[src/rtl/muldiv_pkg.sv]
`default_nettype none
// +------------------------------------------------------------------+
// | muldiv_pkg : shared op-field positions and FSM encodings          |
// | Rev 1.0                                                           |
// +------------------------------------------------------------------+
package muldiv_pkg;

  localparam int OP_WORD = 2;
  localparam int OP_REM  = 1;
  localparam int OP_UNS  = 0;

  typedef logic [1:0] md_state_t;

  localparam logic [1:0] ST_IDLE = 2'd0;
  localparam logic [1:0] ST_CALC = 2'd1;
  localparam logic [1:0] ST_FIX  = 2'd2;
  localparam logic [1:0] ST_DONE = 2'd3;

  // Early-out constants for 32-bit (word) operands.
  localparam logic [31:0] WORD_MIN  = 32'h8000_0000;
  localparam logic [31:0] WORD_ONES = 32'hFFFF_FFFF;

endpackage
`default_nettype wire

[src/rtl/md_operand_cond.sv]
`default_nettype none
// +------------------------------------------------------------------+
// | md_operand_cond : word truncation, abs/zero-extend, early flags   |
// | Rev 1.0                                                           |
// +------------------------------------------------------------------+
module md_operand_cond
  import muldiv_pkg::*;
#(
  parameter int XLEN = 32
) (
  input  logic [2:0]      op_i,
  input  logic [XLEN-1:0] x_i,
  input  logic [XLEN-1:0] y_i,
  output logic            word_o,
  output logic [XLEN-1:0] x_trunc_o,
  output logic [XLEN-1:0] x_mag_o,
  output logic [XLEN-1:0] y_mag_o,
  output logic            x_neg_o,
  output logic            y_neg_o,
  output logic            div_zero_o,
  output logic            ovf_o
);

  localparam logic [XLEN-1:0] LOW32 = XLEN'(64'h0000_0000_FFFF_FFFF);
  localparam logic [XLEN-1:0] MIN32 = XLEN'({32'h0, WORD_MIN});
  localparam logic [XLEN-1:0] MINX  = {1'b1, {(XLEN-1){1'b0}}};

  logic            w_signed;
  logic [XLEN-1:0] w_mask;
  logic [XLEN-1:0] w_x;
  logic [XLEN-1:0] w_y;

  always_comb begin
    word_o     = (XLEN == 64) && op_i[OP_WORD];
    w_signed   = !op_i[OP_UNS];
    w_mask     = word_o ? LOW32 : '1;
    w_x        = x_i & w_mask;
    w_y        = y_i & w_mask;
    x_neg_o    = w_signed && (word_o ? x_i[31] : x_i[XLEN-1]);
    y_neg_o    = w_signed && (word_o ? y_i[31] : y_i[XLEN-1]);
    // Masking after negation keeps word magnitudes confined to 32 bits.
    x_mag_o    = (x_neg_o ? -w_x : w_x) & w_mask;
    y_mag_o    = (y_neg_o ? -w_y : w_y) & w_mask;
    x_trunc_o  = w_x;
    div_zero_o = (w_y == '0);
    ovf_o      = w_signed && (w_x == (word_o ? MIN32 : MINX)) && (w_y == w_mask);
  end

endmodule
`default_nettype wire

[src/rtl/muldiv_div_seq.sv]
`default_nettype none
// +------------------------------------------------------------------+
// | muldiv_div_seq : radix-2 restoring divider, valid/ready handshake |
// | Rev 1.0                                                           |
// +------------------------------------------------------------------+
module muldiv_div_seq
  import muldiv_pkg::*;
#(
  parameter int XLEN = 32
) (
  input  logic            clk_i,
  input  logic            reset_i,
  input  logic            kill_i,
  input  logic            req_valid_i,
  output logic            req_ready_o,
  input  logic [2:0]      op_i,
  input  logic [XLEN-1:0] x_i,
  input  logic [XLEN-1:0] y_i,
  output logic            res_valid_o,
  input  logic            res_ready_i,
  output logic [XLEN-1:0] res_o,
  output logic            busy_o
);

  localparam int              CW    = $clog2(XLEN) + 1;
  localparam logic [XLEN-1:0] LOW32 = XLEN'(64'h0000_0000_FFFF_FFFF);

  md_state_t       state_q, state_d;
  logic [CW-1:0]   cnt_q, cnt_d;
  logic [XLEN-1:0] rem_q, rem_d;
  logic [XLEN-1:0] dvd_q, dvd_d;
  logic [XLEN-1:0] dvs_q, dvs_d;
  logic [XLEN-1:0] res_q, res_d;
  logic            word_q, word_d;
  logic            rsel_q, rsel_d;
  logic            negq_q, negq_d;
  logic            negr_q, negr_d;

  logic            w_word, w_x_neg, w_y_neg, w_div_zero, w_ovf;
  logic [XLEN-1:0] w_x, w_x_mag, w_y_mag;

  md_operand_cond #(.XLEN(XLEN)) u_cond (
    .op_i       (op_i),
    .x_i        (x_i),
    .y_i        (y_i),
    .word_o     (w_word),
    .x_trunc_o  (w_x),
    .x_mag_o    (w_x_mag),
    .y_mag_o    (w_y_mag),
    .x_neg_o    (w_x_neg),
    .y_neg_o    (w_y_neg),
    .div_zero_o (w_div_zero),
    .ovf_o      (w_ovf)
  );

  logic [XLEN:0]   w_shift, w_diff;
  logic            w_qbit;
  logic [XLEN-1:0] w_quo, w_rmd, w_early, w_pre, w_res;
  logic            w_wsel;

  // The stored remainder is always below the divisor, so its extra bit is
  // only needed on the shifted trial value.
  always_comb begin
    w_shift = {rem_q, dvd_q[XLEN-1]};
    w_diff  = w_shift - {1'b0, dvs_q};
    w_qbit  = !w_diff[XLEN];
    w_quo   = negq_q ? -dvd_q : dvd_q;
    w_rmd   = negr_q ? -rem_q : rem_q;
    w_early = w_div_zero ? (op_i[OP_REM] ? w_x : '1) : (op_i[OP_REM] ? '0 : w_x);
    w_pre   = (state_q == ST_FIX) ? (rsel_q ? w_rmd : w_quo) : w_early;
    w_wsel  = (state_q == ST_FIX) ? word_q : w_word;
    w_res   = w_pre;
    if (w_wsel) begin
      w_res = w_pre[31] ? (w_pre | ~LOW32) : (w_pre & LOW32);
    end
  end

  always_comb begin
    state_d = state_q;
    cnt_d   = cnt_q;
    rem_d   = rem_q;
    dvd_d   = dvd_q;
    dvs_d   = dvs_q;
    res_d   = res_q;
    word_d  = word_q;
    rsel_d  = rsel_q;
    negq_d  = negq_q;
    negr_d  = negr_q;
    if (kill_i) begin
      state_d = ST_IDLE;
    end else begin
      case (state_q)
        ST_IDLE: begin
          if (req_valid_i) begin
            word_d = w_word;
            rsel_d = op_i[OP_REM];
            negq_d = w_x_neg ^ w_y_neg;
            negr_d = w_x_neg;
            dvs_d  = w_y_mag;
            // Word dividends are left-aligned so the loop always consumes the MSB.
            dvd_d  = w_word ? (w_x_mag << 32) : w_x_mag;
            rem_d  = '0;
            cnt_d  = w_word ? CW'(32) : CW'(XLEN);
            if (w_div_zero || w_ovf) begin
              res_d   = w_res;
              state_d = ST_DONE;
            end else begin
              state_d = ST_CALC;
            end
          end
        end
        ST_CALC: begin
          rem_d = w_qbit ? w_diff[XLEN-1:0] : w_shift[XLEN-1:0];
          dvd_d = {dvd_q[XLEN-2:0], w_qbit};
          cnt_d = cnt_q - CW'(1);
          if (cnt_q == CW'(1)) begin
            state_d = ST_FIX;
          end
        end
        ST_FIX: begin
          res_d   = w_res;
          state_d = ST_DONE;
        end
        ST_DONE: begin
          if (res_ready_i) begin
            state_d = ST_IDLE;
          end
        end
        default: state_d = ST_IDLE;
      endcase
    end
  end

  always_ff @(posedge clk_i or negedge reset_i) begin
    if (!reset_i) begin
      state_q <= ST_IDLE;
      cnt_q   <= '0;
      rem_q   <= '0;
      dvd_q   <= '0;
      dvs_q   <= '0;
      res_q   <= '0;
      word_q  <= 1'b0;
      rsel_q  <= 1'b0;
      negq_q  <= 1'b0;
      negr_q  <= 1'b0;
    end else begin
      state_q <= state_d;
      cnt_q   <= cnt_d;
      rem_q   <= rem_d;
      dvd_q   <= dvd_d;
      dvs_q   <= dvs_d;
      res_q   <= res_d;
      word_q  <= word_d;
      rsel_q  <= rsel_d;
      negq_q  <= negq_d;
      negr_q  <= negr_d;
    end
  end

  assign req_ready_o = (state_q == ST_IDLE);
  assign res_valid_o = (state_q == ST_DONE);
  assign busy_o      = (state_q != ST_IDLE);
  assign res_o       = res_q;

endmodule
`default_nettype wire

[config.mk]
export PLATFORM = sky130hd
export DESIGN_NAME = muldiv_div_seq
export DESIGN_NICKNAME = d
export VERILOG_FILES = /design/src/rtl/muldiv_pkg.sv /design/src/rtl/md_operand_cond.sv /design/src/rtl/muldiv_div_seq.sv
export SDC_FILE = /design/constraint.sdc
export NUM_CORES = 1
export LEC_CHECK = 0
export BUFFER_PORTS_ARGS = -buffer_cell sky130_fd_sc_hd__buf_2
export CORE_AREA = 2 2 207 209
export CTS_BUF_LIST = sky130_fd_sc_hd__clkbuf_4
export DETAILED_ROUTE_END_ITERATION = 8
export DIE_AREA = 0 0 209 211
export MAX_ROUTING_LAYER = met4
export PLACE_DENSITY = 0.5
export SLEW_MARGIN = 25
export SYNTH_ARGS = -nofsm -noshare
export SYNTH_HDL_FRONTEND = slang
export SYNTH_SLANG_ARGS = --single-unit
[constraint.sdc]
create_clock -name clk_i -period 8.4 [get_ports clk_i]
set_clock_uncertainty 0.2 [all_clocks]
set_input_delay 0 -clock clk_i [delete_from_list [all_inputs] [get_ports clk_i]]
set_output_delay 0 -clock clk_i [all_outputs]
set_load 0.02 [all_outputs]
==> metrics.txt, run 1 <==
outcome completed; DRT Pass-1 Iters 4; min Tclk post-route about 4.5 ns; area share of the largest cell type after synthesis 0.312; Mapped Area roughly 0.011 sq mm; Least-Margin Pin Slew 1.00 ns; #FFs+latches synth 139; layout cells sized above 1 0.113; # fillers between 4000 and 5000; cts repair resizes 0; synth unique cells 66; Post-Layout Cell Count 2166; initial core utilization 0.267; final slew viol count 0; Placed Area between 0.01 and 0.015 sq mm; placement row count 75; classification of the worst-slack hold path primary input to flip-flop; Post-Route WL 36200 um; Clock Path Buffers 2; VDD IR max roughly 160 uV; PortBufs about 110; vias in the first global route ~11000; crit-path max cell delay around 0.74 ns; Layout Utilization 0.339; fin worst setup slack about 3.9 ns; critical path data required time 8.69 ns; largest cells by area after synthesis dfrtp_1 (31%), o21ai_0 (8.5%), xnor2_1 (6.4%); count leader, synth o21ai_0; Pleak around 6 nW; CP cell instances inv_1, ha_1, fa_1, nand2b_1, a21oi_1, o31a_1, o211ai_1, o31ai_1, mux2i_1, nand2_4, nand2_1, o21ai_0; GRT Resource Usage Total 0.172; RePlAce Congestion roughly 0.89; syn_nets roughly 1500; top cell type by total area after synthesis dfrtp_1; Cells after DPL 1970; Buf/Inv on CP 1; CP startpoint kind flip-flop; Routed WL per cell 16.7 um; Seq/Total Area, Yosys 0.312; initial antenna violation count 1; Pwr Density approximately 340 mW/mm^2; # nets final approximately 1700; clock transition at the registers of the reported paths about 0.15 ns; RSZ-0062 raised after global routing false; Hold-fix buffers, CTS 162; vias 10928; Max Cap Violations 0; CTS H-tree depth 4; Setup Buffers After CTS 0; critical path's top delay family compound AO/OA/AOI/OAI gates; Finished Cell Area 0.0142 sq mm; Final Hold Fails 0; vias per inst 5.05; post-synthesis async set-or-reset flop share 1.00; crit end category flip-flop; Area Growth Syn to Fin 27.1%; synth cell count leaders o21ai_0 (189), nand2_1 (172), dfrtp_1 (139), a21oi_1 (103), xnor2_1 (81); DIE AREA about 0.044 sq mm; post-synthesis cell count around 1400; CTS tree yes; Setup CP Type flip-flop to flip-flop; pre-CTS setup slack 4.05 ns; crit path DAT 4.77 ns; DP HPWL around 26000 um; number of synthesized flops with an enable pin 0; Tcrit/Tclk final 0.533; Num CTS Buffers 17; Max FO, Critical Path 27; Tot Pwr about 4.8 mW; global-route wire length before repair 58700 um; Hold Slack between 0.1 and 0.15 ns; setup TNS 0 ns; Max Clk Rate about 220 MHz; io pins 107; Avg Inst Size Synth between 8 and 9 sq um; Clock Tree Root clkbuf_4; Worst slew margin 0.327; Core ar. about 0.042 sq mm; Skew-Pair Late Insertion Delay ~0.63 ns; Ys Warns 0; Die Wd roughly 210 um; Antenna Nets Post-Route 0; largest net degree at the start of global routing 91; final setup violation count 0; Slowest-stage cell, CP o31ai_1; Die Y-Extent ~210 um; number of remaining DRC errors 0; DRT iter0 DRCs around 620; grt ovf 0; top_reg_cell synth dfrtp_1; CTS sink count between 100 and 150
final cells by class:
class                           instances  area, sq um  area share
Multi-Input combinational cell       1116         7140       0.505
Clock buffer                           17          128     0.00901
Timing Repair Buffer                  282         2300       0.163
Antenna cell                            1         2.50    0.000177
Sequential cell                       139         3480       0.246
Tap cell                              539          674      0.0476
Clock inverter                         15          211      0.0149
Inverter                               57          214      0.0151
sequential cells by signal (all words and copies together), names as in the netlist:
signal	flops
negq_q	1
rsel_q	1
negr_q	1
res_o	32
rem_q	32
cnt_q	6
dvd_q	32
state_q	2
dvs_q	32
per-layer routing:
layer  global-route usage  part of all wire
met3               0.0244             0.030
met4               0.0527             0.022
met5                    -                 0
met2                0.278              0.47
met1                0.223              0.48
power by group:
group / internal, mW / total [mW] / switching, mW
logic: 1.30 / 2.98 / 1.68
clock network: 0.242 / 0.548 / 0.306
registers: 0.910 / 1.30 / 0.388
total: 2.45 / 4.83 / 2.38
worst paths after layout:
path,from,endpoint,slack (ns),depth (start not counted)
setup / recovery,dvd_q[31],rem_q[8],3.93,12
hold / removal,x_i[21],res_o[21],0.13,5
setup reg to reg,dvd_q[31],rem_q[8],3.93,12
hold reg to reg,res_o[30],res_o[30],0.30,1
max in group asynchronous,reset_i,rem_q[5],7.12,5
min in group asynchronous,reset_i,dvs_q[25],0.31,4
layout by cell type, fill, tap and decap left out, types with 41 or more instances in the layout:
master | netlist | routed
o21ai_0 | 189 | 189
nor2_1 | 80 | 79
dfrtp_1 | 139 | 137
ha_1 | 43 | 41
buf_2 | 4 | 104
a21oi_1 | 103 | 103
xor2_1 | 64 | 64
nand2_1 | 172 | 172
dlygate4sd3_1 | 0 | 161
xnor2_1 | 81 | 81
inv_1 | 57 | 57
worst min-delay path, cell delays in order:
cell           delay (ns)
dlygate4sd3_1        0.52
buf_2                0.13
o21a_1               0.12
nor2_1               0.04
o21ai_1              0.10
cell families (layout without fill, tap and decap cells):
logic type,count (synthesis),in the layout,synth area share
compound gates,459,459,0.248
xor+xnor,145,145,0.114
simple gates,422,422,0.183
flops,139,139,0.312
other cells,0,1,0
fa+ha+maj,44,44,0.0501
mux,46,46,0.0432
buf+inv,135,371,0.0493
(Power assumes the default switching activity.)
==> inputs of run 2 (changes only) <==
==> constraint.sdc (replaced) <==
create_clock -name clk_i -period 4.6 [get_ports clk_i]
set_clock_uncertainty 0.2 [all_clocks]
set_input_delay 0 -clock clk_i [delete_from_list [all_inputs] [get_ports clk_i]]
set_output_delay 0 -clock clk_i [all_outputs]
set_load 0.02 [all_outputs]
==> run 2 against run 1 <==
  * Hold slack improved by 0.00059 ns
  * Final area shrank 0.12%
  * First-iteration DRC count decreased by 3.5%
  * Critical path depth up 1
  * Routed wire length is 0.23% higher
  * Largest power group unchanged
  * Fmax grew 8.4%
==> metrics.txt, run 2 (synthesized netlist as in run 1, its figures left out) <==
Least-Margin Pin Slew 0.990 ns; Routed WL per cell 16.7 um; Clock Path Buffers 2; Die Wd about 210 um; io pins roughly 110; min Tclk post-route 4.13 ns; Pwr Density 618 mW/mm^2; DP HPWL 26600 um; # nets final between 1500 and 2000; Finished Cell Area 0.0141 sq mm; vias per inst 5.07; Post-Layout Cell Count ~2200; global-route wire length before repair between 50000 and 60000 um; CP startpoint kind flip-flop; hold_sp x_i[21]; Top Usage Layer GRT met2; Tcrit/Tclk final 0.897; Worst slew margin 0.340; Reg-to-Reg Start dvd_q[31]; Setup Buffers After CTS 0; Setup CP Type flip-flop to flip-flop; fin worst setup slack 0.473 ns; placement row count 75; Slowest-stage cell, CP fa_1; critical path data required time slightly below 5 ns; Die Y-Extent between 200 and 250 um; most frequent cells in the layout o21ai_0 (189), nand2_1 (172), dlygate4sd3_1 (161); Pleak around 6.1 nW; Min-Delay Endpoint res_o[21]; Tot Pwr 8.74 mW; CP cell instances inv_1, ha_1, fa_1, nand2b_1, a21oi_1, o31a_1, o211ai_1, o31ai_1, buf_4, mux2i_1, nand2_4, nand2_1, o21ai_0; GRT met3 Usage 0.0205; DRT iter0 DRCs 600; worst r2r path cells 13; final setup violation count 0; Hold-fix buffers, CTS ~160; Max FO, Critical Path 27; Area Growth Syn to Fin 26.9%; Antenna Nets Post-Route 0; pre-CTS setup slack ~0.55 ns; Hold Slack about 0.14 ns; final slew viol count 0; CTS tree yes; worst r2r dst rem_q[27]; crit-path max cell delay approximately 0.4 ns; vias 11007; CTS H-tree depth 4; VDD IR max around 330 uV; Max Clk Rate approximately 240 MHz; r2r setup slk ~0.47 ns; clock transition at the registers of the reported paths ~0.15 ns; most common cell after layout, fill and taps aside o21ai_0; Post-Route WL approximately 36000 um; grt ovf 0; number of remaining DRC errors 0; vias in the first global route around 11000; RePlAce Congestion 0.901; crit path DAT around 4.4 ns; DIE AREA 0.0441 sq mm; WHS Path Cells 5; RSZ-0062 raised after global routing false; DRT Pass-1 Iters 5; Placed Area 0.0122 sq mm; initial antenna violation count 1; met1 GRT Util 0.220; initial core utilization 0.267; setup TNS 0 ns; Cells after DPL around 2000; classification of the worst-slack hold path primary input to flip-flop; Max Cap Violations 0; Layout Utilization 0.339; crit end category flip-flop; Num CTS Buffers 17; PortBufs 105; Core ar. 0.0418 sq mm; layout cells sized above 1 0.116; routing usage on met2 0.287; Clock Tree Root clkbuf_4; Final Hold Fails 0; Skew-Pair Late Insertion Delay a little over 0.6 ns; outcome completed; largest net degree at the start of global routing 70; CTS sink count ~140; cts repair resizes 0; GRT Resource Usage Total 0.172
-- run 2: routing by layer --
layer / share of wire / vias up
met4: 0.017 / 0
met3: 0.030 / 31
met5: 0 / -
met1: 0.47 / 5312
met2: 0.48 / 194
li1: - / 5470
-- run 2: power breakdown --
group / internal (mW) / switching [mW] / total, mW
Sequential: 1.66 / 0.660 / 2.32
Clock: 0.319 / 0.514 / 0.833
Combinational: 2.46 / 3.13 / 5.58
-- run 2: worst max-delay path by stage --
stage	start	end	slack, ns	cells past startpoint
floorplan	dvd_q[31]	dvd_q[0]	1.07	13
global placement	dvd_q[31]	rem_q[8]	0.60	13
detailed placement	dvd_q[31]	rem_q[8]	0.55	13
CTS	dvd_q[31]	rem_q[27]	0.49	13
global route	rem_q[0]	rem_q[27]	0.27	12
finish	dvd_q[31]	rem_q[27]	0.47	13
-- run 2: layout make-up --
class | count | area, sq um
inverters | 57 | 214
fillers | 4414 | 27600
repair buffers | 290 | 2360
clock inverters | 13 | 126
multi-input cells | 1116 | 7150
clock buffers | 18 | 135
flip-flops and latches | 139 | 3480
well taps | 539 | 674
diodes | 1 | 2.50
-- run 2: worst max-delay path, delay by kind of cell (launching register included) --
family	cells	cell delay, ns
buffers and inverters	2	0.26
multiplexers	1	0.35
AND/OR/NAND/NOR	3	0.85
AO/OA/AOI/OAI	5	1.29
flip-flops	1	0.35
adder cells (fa/ha/maj)	2	0.63
==> inputs of run 3 (changes only) <==
--- a/config.mk
+++ b/config.mk
@@ -10,7 +10,6 @@
 export CTS_BUF_LIST = sky130_fd_sc_hd__clkbuf_4
 export DETAILED_ROUTE_END_ITERATION = 8
 export DIE_AREA = 0 0 209 211
-export MAX_ROUTING_LAYER = met4
 export PLACE_DENSITY = 0.5
 export SLEW_MARGIN = 25
 export SYNTH_ARGS = -nofsm -noshare
==> run 3 against run 2 <==
  * Setup slack got worse by 0.0018 ns
  * Critical path depth stayed put
  * Via count about the same
  * Global-route usage fell by 0.48 points
  * Final area did not move
  * Count of clock-buffer cells in the layout unchanged
  * Sequential power is essentially flat
  * Routed wire length rose by 0.20%
  * Clock power is essentially flat
  * Non-clock buffer count stayed put
  * Power about the same
  * Combinational power about the same
  * Critical endpoint is now rem_q[8]
  * Largest cell class unchanged
==> metrics.txt, run 3 (synthesized netlist as in run 1, its figures left out) <==
WHS Path Cells 5; Skew-Pair Late Insertion Delay 0.62 ns; Final Hold Fails 0; clock transition at the registers of the reported paths about 0.16 ns; most common cell after layout, fill and taps aside o21ai_0; Sw Share 0.493; Post-Layout Cell Count 2173; r2r setup slk around 0.47 ns; RePlAce Congestion roughly 0.9; Clock Tree Root clkbuf_4; Area Growth Syn to Fin 26.9%; DRT iter0 DRCs 644; DRT Pass-1 Iters 5; PortBufs about 110; DP HPWL approximately 27000 um; worst r2r dst rem_q[8]; Setup Buffers After CTS 0; largest net degree at the start of global routing 70; layout cells sized above 1 0.116; final slew viol count 0; worst r2r path cells 13; grt ovf 0; classification of the worst-slack hold path primary input to flip-flop; Gate power share 0.639; Pwr Density 618 mW/mm^2; Worst slew margin 0.337; CP startpoint kind flip-flop; Die Y-Extent around 210 um; outcome completed; DIE AREA roughly 0.044 sq mm; Max Cap Violations 0; Cells after DPL 1979; Layout Utilization 0.339; final setup violation count 0; cts repair resizes 0; vias roughly 11000; initial antenna violation count 1; Clock Path Buffers 2; Max Clk Rate 242 MHz; io pins 107; Pleak 6.07 nW; crit end category flip-flop; # nets final roughly 1700; Max FO, Critical Path 27; initial core utilization 0.267; CTS H-tree depth 4; Antenna Nets Post-Route 0; Tcrit/Tclk final 0.898; vias per inst ~5.1; Post-Route WL approximately 36000 um; part of the power in registers 0.266; global-route wire length before repair 58700 um; Core ar. 0.0418 sq mm; CTS sink count ~140; # fillers between 4000 and 5000; Least-Margin Pin Slew ~0.99 ns; Num CTS Buffers 17; RSZ-0062 raised after global routing false; Routed WL per cell approximately 17 um; Placed Area between 0.01 and 0.015 sq mm; crit path DAT ~4.4 ns; setup TNS 0 ns; Clk network pwr share 0.095; Min-Delay Endpoint res_o[21]; hold_sp x_i[21]; number of remaining DRC errors 0; Setup CP Type flip-flop to flip-flop; GRT Resource Usage Total 0.167; vias in the first global route 10772; Finished Cell Area 0.0141 sq mm; CTS tree yes; VDD IR max approximately 330 uV; placement row count between 70 and 80; Die Wd ~210 um; NetSw approximately 4.3 mW; Pint approximately 4.4 mW; most frequent cells in the layout o21ai_0 (189), nand2_1 (172), dlygate4sd3_1 (161); Reg-to-Reg Start dvd_q[31]; min Tclk post-route around 4.1 ns; critical path data required time a little under 5 ns; Hold-fix buffers, CTS 162
-- run 3: cell counts in the layout (fill, tap and decap cells not counted) --
No cell type changed its count.
-- run 3: per-layer routing --
| metal | vias to the layer above | global-route usage | part of all wire |
|---|---|---|---|
| li1 | 5461 | - | - |
| met1 | 5329 | 0.221 | 0.48 |
| met2 | 189 | 0.286 | 0.48 |
| met3 | 32 | 0.0208 | 0.030 |
| met4 | 0 | 0.0466 | 0.016 |
| met5 | - | 0 | 0 |
-- run 3: power by group through the flow --
stage          clock [mW]  combinational [mW]  sequential, mW
2_1_floorplan           0                4.04            2.15
3_3_place_gp            0                5.20            2.34
3_5_place_dp            0                5.26            2.35
4_1_cts             0.857                5.58            2.32
5_1_grt             0.897                6.26            2.40
6_report            0.835                5.59            2.32
-- run 3: worst max-delay path, stage by stage, from the launching register on --
cell and delay (ns):
dfrtp_1 0.35, inv_1 0.08, ha_1 0.24, fa_1 0.39, nand2b_1 0.19, a21oi_1 0.26, o31a_1 0.29, o211ai_1 0.28
o31ai_1 0.35, buf_4 0.18, mux2i_1 0.35, nand2_4 0.35, nand2_1 0.31, o21ai_0 0.15
-- run 3: worst max path at each step --
stage	depth (start not counted)	to	from
after floorplan	13	dvd_q[0]	dvd_q[31]
after global routing	12	rem_q[27]	rem_q[0]
after global placement	13	rem_q[8]	dvd_q[31]
after CTS	13	rem_q[27]	dvd_q[31]
after detailed placement	13	rem_q[8]	dvd_q[31]
final	13	rem_q[8]	dvd_q[31]
-- run 3: cell type report --
class,instances,area (sq um),share of cell area
clock buffers,18,135,0.00956
clock inverters,13,126,0.00894
repair buffers,290,2360,0.167
well taps,539,674,0.0477
inverters,57,214,0.0151
multi-input cells,1116,7150,0.506
diodes,1,2.50,0.000177
flip-flops and latches,139,3480,0.246
-- run 3: per-stage QoR --
step                      setup WS, ns  total power [mW]  hold slack (ns)
after CTS                        0.492              8.76            0.111
after global routing             0.266              9.56            0.176
after detailed placement         0.549              7.60           -0.227
final                            0.471              8.75            0.133
after global placement           0.600              7.54           -0.228
after floorplan                   1.07              6.19           -0.496
